File: src/rtl/xge_pkt_tx_arbiter.sv
// rtl/xge_pkt_tx_arbiter.sv - round-robin whole-packet arbiter onto the 10GE MAC pkt_tx interface
module xge_pkt_tx_arbiter #(
    parameter int NUM_CH = 4,
    parameter int CH_W   = $clog2(NUM_CH),
    parameter int CNT_W  = 32
) (
    input  logic                  clk_156m25,
    input  logic                  reset_156m25_n,
    input  logic [NUM_CH-1:0]     ch_val,
    input  logic [NUM_CH-1:0]     ch_sop,
    input  logic [NUM_CH-1:0]     ch_eop,
    input  logic [64*NUM_CH-1:0]  ch_data,
    input  logic [3*NUM_CH-1:0]   ch_mod,
    output logic [NUM_CH-1:0]     ch_rdy,
    input  logic                  pkt_tx_full,
    output logic                  pkt_tx_val,
    output logic                  pkt_tx_sop,
    output logic                  pkt_tx_eop,
    output logic [63:0]           pkt_tx_data,
    output logic [2:0]            pkt_tx_mod,
    output logic [CH_W-1:0]       cur_ch,
    output logic                  busy,
    output logic                  err_proto,
    output logic [CNT_W-1:0]      pkt_count
);

    localparam logic [0:0] ST_IDLE = 1'b0;
    localparam logic [0:0] ST_XFER = 1'b1;

    logic [0:0]       state_q,   state_d;
    logic [CH_W-1:0]  rr_ptr_q,  rr_ptr_d;
    logic [CH_W-1:0]  cur_ch_q,  cur_ch_d;
    logic             first_q,   first_d;
    logic             tx_val_q,  tx_val_d;
    logic             tx_sop_q,  tx_sop_d;
    logic             tx_eop_q,  tx_eop_d;
    logic [63:0]      tx_data_q, tx_data_d;
    logic [2:0]       tx_mod_q,  tx_mod_d;
    logic             err_q,     err_d;
    logic [CNT_W-1:0] cnt_q,     cnt_d;

    logic [NUM_CH-1:0] req;
    logic              grant_vld;
    logic [CH_W-1:0]   grant_ch;
    logic [CH_W:0]     idx_w;
    logic [63:0]       cur_data;
    logic [2:0]        cur_mod;
    logic              cur_sop;
    logic              cur_eop;
    logic              accept;
    logic              discard;

    assign req      = ch_val & ch_sop;
    assign cur_data = ch_data[64*int'(cur_ch_q) +: 64];
    assign cur_mod  = ch_mod[3*int'(cur_ch_q) +: 3];
    assign cur_sop  = ch_sop[cur_ch_q];
    assign cur_eop  = ch_eop[cur_ch_q];
    assign accept   = reset_156m25_n && (state_q == ST_XFER) && ch_val[cur_ch_q] && !pkt_tx_full;
    assign discard  = (state_q == ST_IDLE) && (|(ch_val & ~ch_sop));

    // Round-robin search: walk offsets downward so the smallest offset from rr_ptr wins.
    always_comb begin
        grant_vld = 1'b0;
        grant_ch  = '0;
        idx_w     = '0;
        for (int i = NUM_CH - 1; i >= 0; i--) begin
            idx_w = {1'b0, rr_ptr_q} + (CH_W + 1)'(i);
            if (idx_w >= (CH_W + 1)'(NUM_CH)) begin
                idx_w = idx_w - (CH_W + 1)'(NUM_CH);
            end
            if (req[idx_w[CH_W-1:0]]) begin
                grant_vld = 1'b1;
                grant_ch  = idx_w[CH_W-1:0];
            end
        end
    end

    // Beat accept: IDLE swallows stray non-sop beats, XFER opens only the granted channel.
    always_comb begin
        ch_rdy = '0;
        if (!reset_156m25_n) begin
            ch_rdy = '0;
        end else if (state_q == ST_IDLE) begin
            ch_rdy = ch_val & ~ch_sop;
        end else begin
            ch_rdy[cur_ch_q] = !pkt_tx_full;
        end
    end

    // Next-state: grant in IDLE, forward accepted beats in XFER, flag protocol violations.
    always_comb begin
        state_d   = state_q;
        rr_ptr_d  = rr_ptr_q;
        cur_ch_d  = cur_ch_q;
        first_d   = first_q;
        tx_val_d  = 1'b0;
        tx_sop_d  = 1'b0;
        tx_eop_d  = 1'b0;
        tx_data_d = '0;
        tx_mod_d  = '0;
        err_d     = 1'b0;
        cnt_d     = cnt_q;
        if (state_q == ST_IDLE) begin
            err_d = discard;
            if (grant_vld) begin
                state_d  = ST_XFER;
                cur_ch_d = grant_ch;
                first_d  = 1'b1;
                if (grant_ch == CH_W'(NUM_CH - 1)) begin
                    rr_ptr_d = '0;
                end else begin
                    rr_ptr_d = grant_ch + 1'b1;
                end
            end
        end else if (accept) begin
            tx_val_d  = 1'b1;
            tx_sop_d  = first_q;
            tx_data_d = cur_data;
            first_d   = 1'b0;
            err_d     = cur_sop && !first_q;
            if (cur_eop) begin
                tx_eop_d = 1'b1;
                tx_mod_d = cur_mod;
                cnt_d    = cnt_q + 1'b1;
                state_d  = ST_IDLE;
            end
        end
    end

    // State and registered MAC-side outputs; reset abandons any partial packet.
    always_ff @(posedge clk_156m25) begin
        if (!reset_156m25_n) begin
            state_q   <= ST_IDLE;
            rr_ptr_q  <= '0;
            cur_ch_q  <= '0;
            first_q   <= 1'b0;
            tx_val_q  <= 1'b0;
            tx_sop_q  <= 1'b0;
            tx_eop_q  <= 1'b0;
            tx_data_q <= '0;
            tx_mod_q  <= '0;
            err_q     <= 1'b0;
            cnt_q     <= '0;
        end else begin
            state_q   <= state_d;
            rr_ptr_q  <= rr_ptr_d;
            cur_ch_q  <= cur_ch_d;
            first_q   <= first_d;
            tx_val_q  <= tx_val_d;
            tx_sop_q  <= tx_sop_d;
            tx_eop_q  <= tx_eop_d;
            tx_data_q <= tx_data_d;
            tx_mod_q  <= tx_mod_d;
            err_q     <= err_d;
            cnt_q     <= cnt_d;
        end
    end

    assign pkt_tx_val  = tx_val_q;
    assign pkt_tx_sop  = tx_sop_q;
    assign pkt_tx_eop  = tx_eop_q;
    assign pkt_tx_data = tx_data_q;
    assign pkt_tx_mod  = tx_mod_q;
    assign cur_ch      = cur_ch_q;
    assign busy        = (state_q == ST_XFER);
    assign err_proto   = err_q;
    assign pkt_count   = cnt_q;

endmodule
File: config.mk
export PLATFORM = sky130hd
export DESIGN_NAME = xge_pkt_tx_arbiter
export DESIGN_NICKNAME = d
export VERILOG_FILES = /design/src/rtl/xge_pkt_tx_arbiter.sv
export SDC_FILE = /design/constraint.sdc
export NUM_CORES = 1
export LEC_CHECK = 0
export CAP_MARGIN = 15
export CELL_PAD_IN_SITES_DETAIL_PLACEMENT = 1
export CELL_PAD_IN_SITES_GLOBAL_PLACEMENT = 2
export CORE_ASPECT_RATIO = 1.4
export CORE_MARGIN = 1.5
export CORE_UTILIZATION = 18
export DETAILED_ROUTE_END_ITERATION = 8
export PLACE_DENSITY_LB_ADDON = 0.25
export RECOVER_POWER = 100
export SETUP_SLACK_MARGIN = 0.05
export SYNTH_ARGS = -nofsm -noshare
export SYNTH_HDL_FRONTEND = slang
export SYNTH_SLANG_ARGS = --single-unit
File: constraint.sdc
create_clock -name clk_156m25 -period 1.91 [get_ports clk_156m25]
set_clock_uncertainty 0.15 [all_clocks]
set_input_delay 0.2865 -clock clk_156m25 [delete_from_list [all_inputs] [get_ports clk_156m25]]
set_output_delay 0.2865 -clock clk_156m25 [all_outputs]
set_load 0.01 [all_outputs]
==> flow_summary.yaml, run 1 <==
run_status:
  status: "finished, violations left"
  violations: "negative setup slack"
place:
  placed_cell_area_um2: 10600
  dp.cells: 1319
  dpl.hpwl_um: 23600
  dpl_worst_slack_ns: -0.519
  port-buffer-count: 392
  gp_congestion: 0.842
hold_path:
  holdCritPathClass: "reg -> reg"
sta:
  fin_hold_ws_ns: 0.314
  hold_violations: 0
  rsz0062_at_grt: "yes"
  fin_crit_ns: 2.08
  final_max_slew_viol_count: 0
  finalCritPeriodShare_pct: 109
  timing.slew.headroom_pct: 57.4
  finalSetupViolations: 29
  max_freq_mhz: 481
  worst_slack_ns: -0.169
  tightest_slew_ns: 0.638
  finalSetupTns_ns: -2.11
layout:
  nNetsFinal: 1249
  layoutNonFillerInstCount: 1358
  utilization_pct: 38.1
  final_area_um2: 11500
  mostFrequentLayoutCells: "clkdlybuf4s50_1 (359), dfxtp_1 (101), buf_4 (75)"
  area_delta_synth_final_pct: 107
  drive_gt1_share_pct: 27.4
  final_common_cell: "clkdlybuf4s50_1"
power:
  powerDensity_nw_per_um2: 518
  leakage_nw: 4.51
  peakVddDrop_mv: 0.244
  p_total_mw: 5.95
route:
  routed_via_density: 4.48
  dr.pass1.iters: 5
  drt_iter0_markers: 162
  routedWlPerCell_um: 21.4
  routed_wl_um: 29100
  vias: 6080
  drc_errors: 0
  drtAntennaViolNets: 0
synthesis:
  synth_xor_area_share_pct: 2.21
  synth_area_um2: 5560
  synth_top_family_by_area: "multiplexers"
  synthAdderAreaFrac_pct: 0.450
  synth-edff-count: 0
  syn_inst: 492
  async_flop_share_pct: 0
  muxShareOfSynthArea_pct: 29.5
  synth.distinct_cells: 45
  ys_seq_area_share_pct: 39.3
  ys.flop_type: "dfxtp_1"
  yosys.area_share.simple_pct: 19.9
  synth_nets: 777
  postSynthAreaPerCell_um2: 11.3
  synth_compound_area_share_pct: 5.42
  yosys_warnings: 0
  yosys_register_bits: 109
die:
  die_h_um: 211
  core.rowCount: 75
  start_util_pct: 18.4
  fp.dieW_um: 152
  die_area_um2: 32000
  ioPinCount: 393
  core-area_um2: 30200
worst_setup_path:
  critical_path_class: "reg -> reg"
  required_ns: 2.06
  crit_path_end_kind: "register"
  crit_fanout: 5
  cp-start-kind: "register"
  arrival_ns: 2.23
cts:
  cts-root-buf: "clkbuf_16"
  clk_latency_ns: 0.36
  clkTransAtPathRegs_ns: 0.07
  cts_made_buffers: 9
  htreeDepth: 3
  cts_tree: "done"
  ctsLongestPathBuffers: 2
  clock-sinks: 109
global_route:
  overflow: 0
  grt_max_degree: 68
  grt_pass1_vias: 6743
  grt_first_pass_wirelength_um: 41800
  grt_usage_pct: 18.2
  antenna_found_initial: 7
run:
  max_cap_violations: 0
critical path, stage by stage (launching register included):
cell and delay (ns):
dfxtp_4 0.37, mux4_2 0.39, nand2_4 0.07, buf_6 0.13
inv_6 0.04, nand4_1 0.21, buf_6 0.21, or3_1 0.32
a21oi_2 0.13
repair_timing:
item,4_1_cts,5_1_grt
hold buffers,0,0
buffers inserted,11,8
resized for setup,74,78
pin swaps,29,20
setup endpoints to repair,94,118
gates cloned,4,0
area by class of cell:
| type | count | area (µm²) |
|---|---|---|
| antenna | 5 | 12.5 |
| clock buffer | 11 | 243 |
| clock inverter | 4 | 48.8 |
| fill | 3350 | 18700 |
| inverter | 9 | 38.8 |
| multi-input combinational | 337 | 3500 |
| sequential | 109 | 2200 |
| tap | 385 | 482 |
| timing repair buffer | 498 | 4980 |
where the power goes:
group / switching (mW) / internal (mW) / leakage, nW
clock network: 0.921 / 1.05 / 0.145
registers: 0.0259 / 2.32 / 0.885
logic: 0.552 / 1.09 / 3.48
cell families (layout without fill, tap and decap cells):
family / after synthesis / in the layout
adder cells (fa/ha/maj): 2 / 2
AO/OA/AOI/OAI: 50 / 50
buffers and inverters: 46 / 522
multiplexers: 75 / 75
XOR/XNOR: 14 / 14
flip-flops: 109 / 109
other: 0 / 5
AND/OR/NAND/NOR: 196 / 196
flip-flops by register name, indices dropped and copies added, names as in the netlist:
name and flops:
pkt_tx_mod 3, pkt_count 32, rr_ptr_q 2, cur_ch 2, first_q 1, pkt_tx_eop 1
pkt_tx_data 64, busy 1, err_proto 1, pkt_tx_sop 1, pkt_tx_val 1
path summary, 6_finish.rpt:
kind / from / endpoint / slack, ns / depth (start not counted)
max: cur_ch[1] / pkt_count[24] / -0.17 / 8
min: first_q / pkt_tx_sop / 0.31 / 2
max reg2reg: cur_ch[1] / pkt_count[24] / -0.17 / 8
min reg2reg: first_q / pkt_tx_sop / 0.31 / 2
synth_stat cells, types with 2 or more instances:
master / count / area [µm²]
nor2_1: 26 / 97.6
o21ai_0: 15 / 75.1
nand2_1: 30 / 113
nand4_1: 6 / 37.5
o21a_1: 4 / 30.0
nor3_1: 13 / 65.1
nor4_1: 3 / 18.8
dfxtp_1: 109 / 2180
a31oi_1: 2 / 12.5
nand3b_1: 2 / 15.0
and4_1: 3 / 26.3
ha_1: 2 / 25.0
clkbuf_1: 27 / 101
and2_1: 8 / 50.1
nor2b_1: 2 / 12.5
nand3_1: 14 / 70.1
mux4_2: 71 / 1600
a21oi_1: 18 / 90.1
or3_1: 9 / 56.3
inv_1: 8 / 30.0
nand2b_1: 5 / 31.3
a31o_2: 3 / 26.3
buf_2: 7 / 35.0
xnor2_1: 13 / 114
and3_1: 67 / 419
nor4_2: 2 / 25.0
mux2i_1: 4 / 40.0
buf_1: 2 / 7.51
per-layer routing:
layer | part of all wire (%) | vias up | track usage, %
met5 | 0.034 | - | 0
met4 | 2.2 | 2 | 6.56
met3 | 7.9 | 29 | 6.09
met2 | 54 | 248 | 32.8
met1 | 36 | 2974 | 19.5
li1 | - | 2827 | -
(Power assumes the default switching activity.)
==> run 2: changes to the inputs <==
--- a/config.mk
+++ b/config.mk
@@ -13,7 +13,7 @@
 export CORE_UTILIZATION = 18
 export DETAILED_ROUTE_END_ITERATION = 8
 export PLACE_DENSITY_LB_ADDON = 0.25
-export RECOVER_POWER = 100
+export RECOVER_POWER = 50
 export SETUP_SLACK_MARGIN = 0.05
 export SYNTH_ARGS = -nofsm -noshare
 export SYNTH_HDL_FRONTEND = slang
==> results of run 2 <==
Same layout as run 1: the final DEF is identical, and so are final timing and power.
